===== config.mk =====
export PLATFORM = sky130hd
export DESIGN_NAME = dff_write_arbiter
export DESIGN_NICKNAME = d
export VERILOG_FILES = /design/src/rtl/dff_arb_pkg.sv /design/src/rtl/rr_priority_pick.sv /design/src/rtl/dff_write_arbiter.sv
export SDC_FILE = /design/constraint.sdc
export NUM_CORES = 1
export LEC_CHECK = 0
export ABC_AREA = 1
export CORE_ASPECT_RATIO = 1.4
export CORE_UTILIZATION = 43
export DETAILED_ROUTE_END_ITERATION = 10
export PLACE_DENSITY_LB_ADDON = 0.08
export SKIP_LAST_GASP = 1
export SLEW_MARGIN = 20
export SYNTH_ARGS = -nofsm -noshare
export SYNTH_HDL_FRONTEND = slang
export SYNTH_SLANG_ARGS = --single-unit
export TNS_END_PERCENT = 10

===== constraint.sdc =====
create_clock -name i_clk -period 2.09 [get_ports i_clk]
set_input_delay 0.3135 -clock i_clk [delete_from_list [all_inputs] [get_ports i_clk]]
set_output_delay 0.3135 -clock i_clk [all_outputs]
set_load 0.05 [all_outputs]

===== src/rtl/dff_arb_pkg.sv =====
// Shared definitions for the D flip-flop write arbiter.
//   state_t  : FSM encodings (ST_IDLE, ST_OWN)
//   rr_pick  : round-robin search helper used by rr_priority_pick
package dff_arb_pkg;

    localparam int MAX_REQ = 32;

    typedef enum logic {
        ST_IDLE = 1'b0,
        ST_OWN  = 1'b1
    } state_t;

    // Returns the first set bit of req[n-1:0] scanning ptr, ptr+1, ... with
    // wrap-around. Scanning offsets from highest to lowest lets the closest
    // set bit to ptr overwrite any earlier match. Returns 0 when req is empty;
    // callers qualify the result with |req.
    function automatic int rr_pick(input logic [MAX_REQ-1:0] req,
                                   input int n,
                                   input int ptr);
        int idx;
        rr_pick = 0;
        for (int k = n - 1; k >= 0; k--) begin
            idx = ptr + k;
            if (idx >= n) idx = idx - n;
            if (req[idx[4:0]]) rr_pick = idx;
        end
    endfunction

endpackage


===== src/rtl/rr_priority_pick.sv =====
// Combinational round-robin picker.
// Ports:
//   i_req    : request vector
//   i_ptr    : index with highest priority this round
//   o_valid  : at least one request pending
//   o_winner : index of the first request at or after i_ptr (wrapping)
module rr_priority_pick
    import dff_arb_pkg::*;
#(
    parameter int N_REQ = 4,
    localparam int PTR_W = $clog2(N_REQ)
) (
    input  logic [N_REQ-1:0] i_req,
    input  logic [PTR_W-1:0] i_ptr,
    output logic             o_valid,
    output logic [PTR_W-1:0] o_winner
);

    assign o_valid  = |i_req;
    assign o_winner = PTR_W'(rr_pick(MAX_REQ'(i_req), N_REQ, int'(i_ptr)));

endmodule


===== src/rtl/dff_write_arbiter.sv =====
// Round-robin arbiter owning a shared WIDTH-bit register (q / qnot pair).
// A granted requester writes its data every clock it holds req; a tenure is
// cut after MAX_HOLD writes only when another requester is waiting.
// Ports:
//   i_clk, i_rst  : clock, asynchronous active-high reset
//   i_req         : per-requester level request / write enable
//   i_wdata       : packed data, requester i at [i*WIDTH +: WIDTH]
//   o_gnt         : one-hot grant, zero while idle
//   o_ack         : one-hot, high the cycle the owner's write shows on o_q
//   o_owner_id    : current owner index (valid while o_busy)
//   o_busy        : a requester owns the register
//   o_q, o_qnot   : shared register and its complement
//
// state   | meaning
// ST_IDLE | no owner; arbitrate among pending requests on the next edge
// ST_OWN  | o_owner_id holds the register and writes while its req is high
module dff_write_arbiter
    import dff_arb_pkg::*;
#(
    parameter int N_REQ    = 4,
    parameter int WIDTH    = 8,
    parameter int MAX_HOLD = 4,
    localparam int PTR_W   = $clog2(N_REQ)
) (
    input  logic                   i_clk,
    input  logic                   i_rst,
    input  logic [N_REQ-1:0]       i_req,
    input  logic [N_REQ*WIDTH-1:0] i_wdata,
    output logic [N_REQ-1:0]       o_gnt,
    output logic [N_REQ-1:0]       o_ack,
    output logic [PTR_W-1:0]       o_owner_id,
    output logic                   o_busy,
    output logic [WIDTH-1:0]       o_q,
    output logic [WIDTH-1:0]       o_qnot
);

    localparam int HOLD_W = $clog2(MAX_HOLD + 1);

    state_t             r_state;
    state_t             w_next_state;
    logic [PTR_W-1:0]   r_ptr;
    logic [PTR_W-1:0]   r_owner_id;
    logic [HOLD_W-1:0]  r_hold_cnt;
    logic [N_REQ-1:0]   r_gnt;
    logic [N_REQ-1:0]   r_ack;
    logic [WIDTH-1:0]   r_q;

    logic               w_pick_valid;
    logic [PTR_W-1:0]   w_pick_winner;
    logic [WIDTH-1:0]   w_wdata_arr [N_REQ];
    logic [N_REQ-1:0]   w_owner_oh;
    logic               w_owner_req;
    logic               w_competitor;
    logic               w_last_write;
    logic               w_write;
    logic               w_release;

    logic [PTR_W-1:0]   w_ptr_nxt;
    logic [PTR_W-1:0]   w_owner_id_nxt;
    logic [HOLD_W-1:0]  w_hold_cnt_nxt;
    logic [N_REQ-1:0]   w_gnt_nxt;
    logic [N_REQ-1:0]   w_ack_nxt;

    rr_priority_pick #(.N_REQ(N_REQ)) u_pick (
        .i_req    (i_req),
        .i_ptr    (r_ptr),
        .o_valid  (w_pick_valid),
        .o_winner (w_pick_winner)
    );

    for (genvar g = 0; g < N_REQ; g++) begin : g_wdata
        assign w_wdata_arr[g] = i_wdata[g*WIDTH +: WIDTH];
    end

    assign w_owner_oh   = N_REQ'(1) << r_owner_id;
    assign w_owner_req  = i_req[r_owner_id];
    assign w_competitor = |(i_req & ~w_owner_oh);
    assign w_last_write = (r_hold_cnt == HOLD_W'(MAX_HOLD - 1));
    assign w_write      = (r_state == ST_OWN) && w_owner_req;
    // The final write of a cut tenure still lands; release takes effect with it.
    assign w_release    = (r_state == ST_OWN) &&
                          (!w_owner_req || (w_last_write && w_competitor));

    always_ff @(posedge i_clk or posedge i_rst) begin
        if (i_rst) r_state <= ST_IDLE;
        else       r_state <= w_next_state;
    end

    always_comb begin
        w_next_state = r_state;
        case (r_state)
            ST_IDLE: if (w_pick_valid) w_next_state = ST_OWN;
            ST_OWN:  if (w_release)    w_next_state = ST_IDLE;
            default: w_next_state = ST_IDLE;
        endcase
    end

    always_comb begin
        w_ptr_nxt      = r_ptr;
        w_owner_id_nxt = r_owner_id;
        w_hold_cnt_nxt = r_hold_cnt;
        w_gnt_nxt      = r_gnt;
        w_ack_nxt      = '0;
        case (r_state)
            ST_IDLE: begin
                w_gnt_nxt = '0;
                if (w_pick_valid) begin
                    w_gnt_nxt      = N_REQ'(1) << w_pick_winner;
                    w_owner_id_nxt = w_pick_winner;
                    w_hold_cnt_nxt = '0;
                end
            end
            ST_OWN: begin
                if (w_write) begin
                    w_ack_nxt = w_owner_oh;
                    // Without a competitor the count parks at its last value.
                    if (!w_last_write) w_hold_cnt_nxt = r_hold_cnt + 1'b1;
                end
                if (w_release) begin
                    w_gnt_nxt      = '0;
                    w_hold_cnt_nxt = '0;
                    w_ptr_nxt      = (r_owner_id == PTR_W'(N_REQ - 1)) ?
                                     '0 : r_owner_id + 1'b1;
                end
            end
            default: w_gnt_nxt = '0;
        endcase
    end

    always_ff @(posedge i_clk or posedge i_rst) begin
        if (i_rst) begin
            r_ptr      <= '0;
            r_owner_id <= '0;
            r_hold_cnt <= '0;
            r_gnt      <= '0;
            r_ack      <= '0;
            r_q        <= '0;
        end else begin
            r_ptr      <= w_ptr_nxt;
            r_owner_id <= w_owner_id_nxt;
            r_hold_cnt <= w_hold_cnt_nxt;
            r_gnt      <= w_gnt_nxt;
            r_ack      <= w_ack_nxt;
            if (w_write) r_q <= w_wdata_arr[r_owner_id];
        end
    end

    assign o_gnt      = r_gnt;
    assign o_ack      = r_ack;
    assign o_owner_id = r_owner_id;
    assign o_busy     = (r_state == ST_OWN);
    assign o_q        = r_q;
    assign o_qnot     = ~r_q;

endmodule

======== Word-level counts from Yosys, hierarchy flattened ========
Index checks and enable logic that the tools add are counted.
word-level totals
  flip-flop bits (word level) ............. 24
  output and inout bits ................... 27
  logic and storage cells ................. 84
cells by class
  $add $sub $neg .......................... 9
  magnitude comparators ................... 10
  equal/unequal tests ..................... 6
  shifts and indexed selects .............. 2
  multiplexer cells ....................... 35
  bitwise logic cells ..................... 5
  reduce and logical (&&, ||, !) cells .... 10
operators with widths
  kind                 number
  $ge 32x4->1 const B  3
  $lt 5x6->1 const B   4
  $bmux 1 s5           4
  $mux 5               4
  $bmux 8 s2           1
  $mux 4               4
  $mux 8               2
  $mux 3               4
  $sub 3x3->4 const B  3
  $mux 2               5
  $not 8->8            1
  $pmux 4 s2           1
  $reduce_or 4->1      2
  $shl 1x2->4 const A  2
  $mux 1               7
  $add 2x2->3 const B  2
  $pmux 3 s2           1
  $and 4x4->4          1
  $ne 2x1->1 const B   2
  $not 4->4            1
  $reduce_and 2->1     2
  $sub 2x3->4 const B  1
  $add 2x1->3 const B  1
  $add 3x1->3 const B  1
  16 further kinds     18

======== Logic depth before layout (Yosys ltp) ========
  depth in word-level cells ............... 12
  mapped depth ............................ 13

======== Cells and area by module ========
From an unflattened synthesis, not the netlist that was laid out.
second synthesis, totals
  cell total of the unflattened synthesis .. 234
  area, all modules ....................... 1769.2 um^2
modules (own cells, without submodules)
  module             instances  cells each  area an instance (um^2)  sequential area each (um^2)
  dff_write_arbiter  1          174         1408.9                   600.6
  rr_priority_pick   1          60          360.3                    0.0

======== Least setup slack after synthesis ========
No wires, ideal clock.
  kind .................................... flip-flop to flip-flop
  start ................................... register r_owner_id[0] (netlist: o_owner_id[0])
  end ..................................... register r_ptr[0]
  setup time .............................. 0.083 ns
  arrival time ............................ 2.089 ns
  required time ........................... 2.007 ns
  setup slack ............................. -0.081 ns
  cell stages (with the launch flop) ...... 10
  path buffers ............................ 2
  period minus slack after synthesis ...... 2.171 ns
  path through ............................ dfrtp_1 -> buf_6 -> clkinv_1 -> buf_2 -> ha_1 -> o22ai_1 -> o21ai_1 -> a21oi_1 -> nand3_1 -> o21ai_0
on the way
  word-level cells in the longest chain between the ends .. 8
RTL lines
  element                            RTL line                  text
  start: declaration                 dff_write_arbiter.sv:42   logic [PTR_W-1:0] r_owner_id;
  start signal: assignment           dff_write_arbiter.sv:140  r_owner_id <= w_owner_id_nxt;
  $shl 1x2->4                        dff_write_arbiter.sv:75   assign w_owner_oh = N_REQ'(1) << r_owner_id;
  $not 4->4                          dff_write_arbiter.sv:77   assign w_competitor = |(i_req & ~w_owner_oh);
  $and 4x4->4                        dff_write_arbiter.sv:77
  $reduce_or 4->1                    dff_write_arbiter.sv:77
  $logic_and 1x1->1                  dff_write_arbiter.sv:82   (!w_owner_req || (w_last_write && w_competitor));
  $logic_or 1x1->1                   dff_write_arbiter.sv:82
  $logic_and 1x1->1                  dff_write_arbiter.sv:81   assign w_release = (r_state == ST_OWN) &&
  $reduce_and 2->1 (no source line)  n/a
  end signal: assignment             dff_write_arbiter.sv:139  r_ptr <= w_ptr_nxt;
  end: declaration                   dff_write_arbiter.sv:41   logic [PTR_W-1:0] r_ptr;
Several ways; a longest one is shown, not always the timed one. The select of a mux whose other input is x is not followed.
A chain may end at the register's enable or synchronous reset.

======== Worst setup path after layout ========
  start ................................... register r_q[0] (netlist: o_q[0])
  end ..................................... output port o_qnot[0]
on the way
  word-level cells in the longest chain between the ends .. 1
RTL lines
  element                   RTL line                  text
  start: declaration        dff_write_arbiter.sv:46   logic [WIDTH-1:0] r_q;
  start signal: assignment  dff_write_arbiter.sv:144  if (w_write) r_q <= w_wdata_arr[r_owner_id];
  $not 8->8                 dff_write_arbiter.sv:153  assign o_qnot = ~r_q;
  end: declaration          dff_write_arbiter.sv:34   output logic [WIDTH-1:0] o_qnot
Every way passes these cells.

==> qor.txt <==
Total GRT Usage: 0.219
CTS sink cnt: 24
Height of the die: 74.9 um
Synthesized area: 0.00163 sq mm
Vias per cell: 4.99
Post-cts resize count: 0
FF+latch count, synth: 24
Synth Warn #: 0
Layout area overhead: 47.4%
Post-route ant nets: 0
Post-CTS Hold Buffers: 0
Violated checks: design-rule violations
ANT cells: 0
Setup violators final: 0
Worst-margin pin slew: 508 ps
Post-layout min period: 1870 ps
Largest net degree at the start of global routing: 25
Worst slack, placed: 260 ps
Crit-path cells: inv_1, clkdlybuf4s50_1
FMAX: 0.535 GHz
Synthesized Nets: 273
RSZ-0062 raised after global routing: no
Pre-antenna DRT Iters: 7
PortBufs: 64
Final period util: 0.894
Slowest cell on crit path: clkdlybuf4s50_1
R2R cell count: 12
Maximum VDD drop: 1.29 mV
Main synth FF type: dfrtp_1
Fin. max-slew vios: 0
Met3 Usage GRT: 0.0525
DR iter-0 viols: 23
Rows: 26
Fill count: 338
Post-synthesis sequential area ratio: 0.368
Final Hold Violating Endpoints: 0
Drt drc: 1
Global-route wire length before repair: 6.47 mm
Slew margin rel.: 0.660
Worst setup path class: flop to output pin
Die Wd: 54.0 um
Starting Density: 0.447
Routed WL: 3.96 mm
Share of layout cells above drive strength 1: 0.119
Top Ports: 65
Most common cell after layout, fill and taps aside: clkdlybuf4s50_1
Clk slew on worst S/H paths: 80 ps
Clk_skew: 5.46 ps
Critical path peak fanout: 2
Cells after synthesis: 224
Root Buffer: clkbuf_8
Launch point of the worst path: o_q[0]$_DFFE_PP0N_
Core footprint: 0.00364 sq mm
PwrDens: 1680 mW/mm^2
Remaining Overflow, GRT: 0
Routed len/inst: 11.7 um
H-tree levels: 1
Reg2Reg Launch Point: r_ptr[1]$_DFFE_PP0P_
Ys async rst share: 1.00
Arr. time, crit path: 1560 ps
Post-synth EDFFs: 0
Worst skew pair latency: 260 ps
PnR worst setup slack: 221 ps
Die area: 0.00405 sq mm
Worst hold path type: input pin to async pin
Crit path required time: 1780 ps
Max clock buf depth: 2
Status: complete, but fails checks
Layout Nets: 345
Cts bufs inserted: 3
Leak pwr: 1.17 nW
Final setup TNS: 0 ps
Busiest layer in global routing: met2
Crit start category: flop
Post-synth cell types: 26
Via count: 1680
Max-cap violations: 0
Commonest non-fill, non-tap cells in the layout: 62 x clkdlybuf4s50_1, 51 x nand2_1, 29 x inv_1, 26 x o21ai_0, 25 x nor2_1
R2R Setup Slk: 310 ps
Final Wtd Congestion: 0.813
CTS tree: done
Worst R2R End: o_gnt[0]$_DFFE_PP0P_
Worst setup EP type: output pin
Initial antenna violation count: 0
GR Util met2: 0.410
Mean area per synthesized cell: 7.28 sq um
Post-CTS setup buffer count: 0
GRT met1 Usage: 0.226
Post-detail-place hpwl: 3.15 mm
Peak per-stage delay on the critical path: 800 ps
Vias in the first global route: 1603
==> report_power, final <==
| part | switching [W] | internal (W) | total [W] |
|---|---|---|---|
| clock | 0.000145 | 0.000168 | 0.000313 |
| sequential | 0.000150 | 0.000662 | 0.000812 |
| combinational | 0.00191 | 0.000992 | 0.00291 |
| total | 0.00221 | 0.00182 | 0.00403 |
==> sequential cells by signal (all words and copies together), names as in the netlist <==
signal      cells
o_q             8
r_ptr           2
o_owner_id      2
r_hold_cnt      3
o_ack           4
o_busy          1
o_gnt           4
==> metal layers <==
layer  routed length (um)  vias up
met4                   69        0
met3                  276        7
met2                 2050       57
li1                     -      859
met1                 1570      757
met5                    0        -
==> cells by family (layout without fill, tap and decap cells) <==
family | Yosys count | count (layout) | synth area share
and+or+nand+nor | 102 | 102 | 0.285
AOI/OAI and AO/OA | 48 | 48 | 0.163
DFF | 24 | 24 | 0.368
adders and majority gates | 11 | 11 | 0.0844
buffers and inverters | 39 | 110 | 0.0982
==> synth_stat cells (2+ instances only) <==
| cell type | number | area, sq um |
|---|---|---|
| dfrtp_1 | 24 | 601 |
| o21ai_2 | 2 | 17.5 |
| nand3_1 | 9 | 45.0 |
| nor2_1 | 25 | 93.8 |
| nand4_1 | 2 | 12.5 |
| a21oi_1 | 6 | 30.0 |
| ha_1 | 11 | 138 |
| o22ai_1 | 10 | 62.6 |
| nand2_2 | 7 | 43.8 |
| o21ai_1 | 3 | 15.0 |
| o21ai_0 | 26 | 130 |
| nand3_2 | 3 | 30.0 |
| inv_2 | 4 | 15.0 |
| inv_1 | 29 | 109 |
| buf_2 | 2 | 10.0 |
| nand2_1 | 51 | 191 |
==> stage by stage <==
step	std cells	hold WS, ps	utilization	area (sq um)	total power [W]
5_1_grt	337	433	0.659	2400	0.00438
2_1_floorplan	224	328	-	1630	0.00286
6_report	337	388	0.659	2400	0.00403
4_1_cts	337	397	0.659	2400	0.00408
3_5_place_dp	333	464	0.644	2350	0.00374
3_3_place_gp	333	464	0.644	2350	0.00372
==> layout make-up <==
cell class,count,area [sq um],share of cell area
Clock buffer,4,55.1,0.0229
Sequential cell,24,602,0.251
Inverter,34,128,0.0531
Tap cell,42,52.6,0.0219
Timing Repair Buffer,72,696,0.290
Multi-Input combinational cell,161,870,0.362
==> worst max-delay path, delay by kind of cell, from the launching register on <==
kind,cells,cell delay [ps]
buffers and inverters,2,890
flip-flops,1,400
==> worst max-delay path by stage <==
stage | end | slack (ps) | cells past startpoint
3_3_place_gp | o_gnt[0]$_DFFE_PP0P_ | 290 | 13
2_1_floorplan | r_ptr[0]$_DFFE_PP0P_ | 90 | 9
3_5_place_dp | r_hold_cnt[0]$_DFFE_PP0P_ | 260 | 8
6_report | o_qnot[0] | 220 | 2
4_1_cts | o_qnot[0] | 210 | 2
5_1_grt | r_ptr[0]$_DFFE_PP0P_ | 130 | 7
Note: power is estimated with default switching activity, not from simulation.
==> patch: new RTL, config.mk and constraints unchanged <==
`N_REQ` is set to 4 in 2 places; all go to 2.
--- a/src/rtl/rr_priority_pick.sv
+++ b/src/rtl/rr_priority_pick.sv
@@ -7,7 +7,7 @@
 module rr_priority_pick
     import dff_arb_pkg::*;
 #(
-    parameter int N_REQ = 4,
+    parameter int N_REQ = 2,
     localparam int PTR_W = $clog2(N_REQ)
 ) (
     input  logic [N_REQ-1:0] i_req,
--- a/src/rtl/dff_write_arbiter.sv
+++ b/src/rtl/dff_write_arbiter.sv
@@ -17,7 +17,7 @@
 module dff_write_arbiter
     import dff_arb_pkg::*;
 #(
-    parameter int N_REQ    = 4,
+    parameter int N_REQ    = 2,
     parameter int WIDTH    = 8,
     parameter int MAX_HOLD = 4,
     localparam int PTR_W   = $clog2(N_REQ)
Interface: changed (5 resized); port bits go from 65 to 42. The function was not compared with the original's and may differ.
==> patch against the original RTL <==
Sequential cell count fell by 6. Design area shrank 45%. Highest routed layer unchanged. Die area shrank 47%. Wire length is 48% lower. Worst setup slack got worse by 0.063 ns. Power down 41%. Synthesized cell count fell by 53%. Largest power group unchanged. Synthesized area fell by 49%. First-iteration DRC count shrank 52%. Critical endpoint is now o_busy.
==> patch: results <==
metrics = {
    "synthesis": {
        "ys_top_cells_by_count": "nand2_1 (40), dfrtp_1 (18), nand3_1 (16)",
        "synthAdderAreaFrac_pct": 2.99,
        "synthXorXnorAreaFrac_pct": 0,
        "ys_types": 13,
        "netlist_top_cells_area": "dfrtp_1 (54%), nand2_1 (18%), nand3_1 (9.6%)",
        "synth_compound_area_share_pct": 3.43,
    },
    "finish": {
        "n_fill_cell": 148,
        "nMultiInputCombCells": 71,
        "final-nonclk-buf-share_pct": 31.7,
        "clock_cell_area_share_pct": 2.75,
        "nClkBuffers": 4,
        "flops_and_latches": 18,
        "drive_gt1_share_pct": 5.96,
        "multiInputGateArea_um2": 328,
        "largest_reg_flops": 8,
        "buffers": 42,
        "finalNetCount": 174,
    },
    "global_route": {
        "grt_pass1_wl_um": 3220,
        "grt_max_degree": 19,
        "grt_pass1_vias": 812,
        "use_met3_pct": 2.44,
        "grtUsageMet2_pct": 44.4,
        "antenna_found_initial": 0,
        "met1_usage_pct": 22.0,
        "grt_usage_pct": 22.7,
    },
    "timing": {
        "relSlewSlack_pct": 57.3,
        "fin_skew_ns": 0.00157,
        "fin_crit_ns": 1.93,
    },
    "power_and_ir_drop": {
        "powerComb_mw": 1.54,
        "leakage_nw": 0.640,
        "clk-power_uw": 211,
        "peakVddDrop_v": 0.00121,
        "swShare_pct": 54.0,
    },
    "placement": {
        "pre_cts_ws_ns": 0.389,
        "gp_congestion": 0.629,
        "dpl.hpwl_um": 1610,
        "port_buffers": 41,
    },
    "clocking": {
        "cts-root-buf": "clkbuf_4",
        "clk_latency_ns": 0.29,
        "clk_pin_slew_ns": 0.10,
    },
    "worst_setup_path": {
        "ff2ff_path_depth": 7,
        "critPathLaunch": "o_busy",
        "cp.arrival_ns": 1.62,
        "worstSetupEndpoint": "o_busy",
        "cp_slowest_stage_delay_ns": 0.85,
        "path_max_fanout": 7,
        "critical_path.top_delay_family": "buffers and inverters",
        "r2r_end": "r_hold_cnt[2]",
        "reg2reg_slack_ns": 0.58,
        "r2r-start": "r_hold_cnt[0]",
    },
    "drt": {
        "vias": 842,
        "dr.pass1.iters": 4,
        "wl_met2_um": 1110,
        "met3_length_um": 94,
        "wl_met1_um": 833,
    },
    "status": {
        "status": "finished, final reports clean",
    },
}
-- patch: cell types whose count changed in the layout (fill, tap and decap cells not counted), sizes merged, moves of 9 or more --
cell / delta
buf: -9
clkdlybuf4s50: -21
ha: -9
inv: -17
nand2: -19
nor2: -21
o21ai: -28
o22ai: -9
-- patch: worst min path at each step --
stage	end	cells after the start
6_report	o_ack[0]	2
5_1_grt	r_ptr	2
4_1_cts	o_ack[0]	2
3_5_place_dp	o_q[3]	2
3_3_place_gp	r_ptr	2
2_1_floorplan	o_ack[0]	1
-- patch: stage by stage --
stage	cell area [µm²]	std cells	hold slack (ns)	utilization (%)	power [mW]
final	1320	171	0.395	73.1	2.37
after detailed placement	1280	167	0.496	71.1	2.18
after CTS	1320	171	0.424	73.1	2.39
after global routing	1320	171	0.486	73.1	2.49
after floorplan	838	105	0.252	-	1.62
after global placement	1280	167	0.469	71.1	2.14
-- patch: logic make-up after synthesis --
logic type / Yosys count
compound gates: 5
fa+ha+maj: 2
flops: 18
simple gates: 64
buf+inv: 16
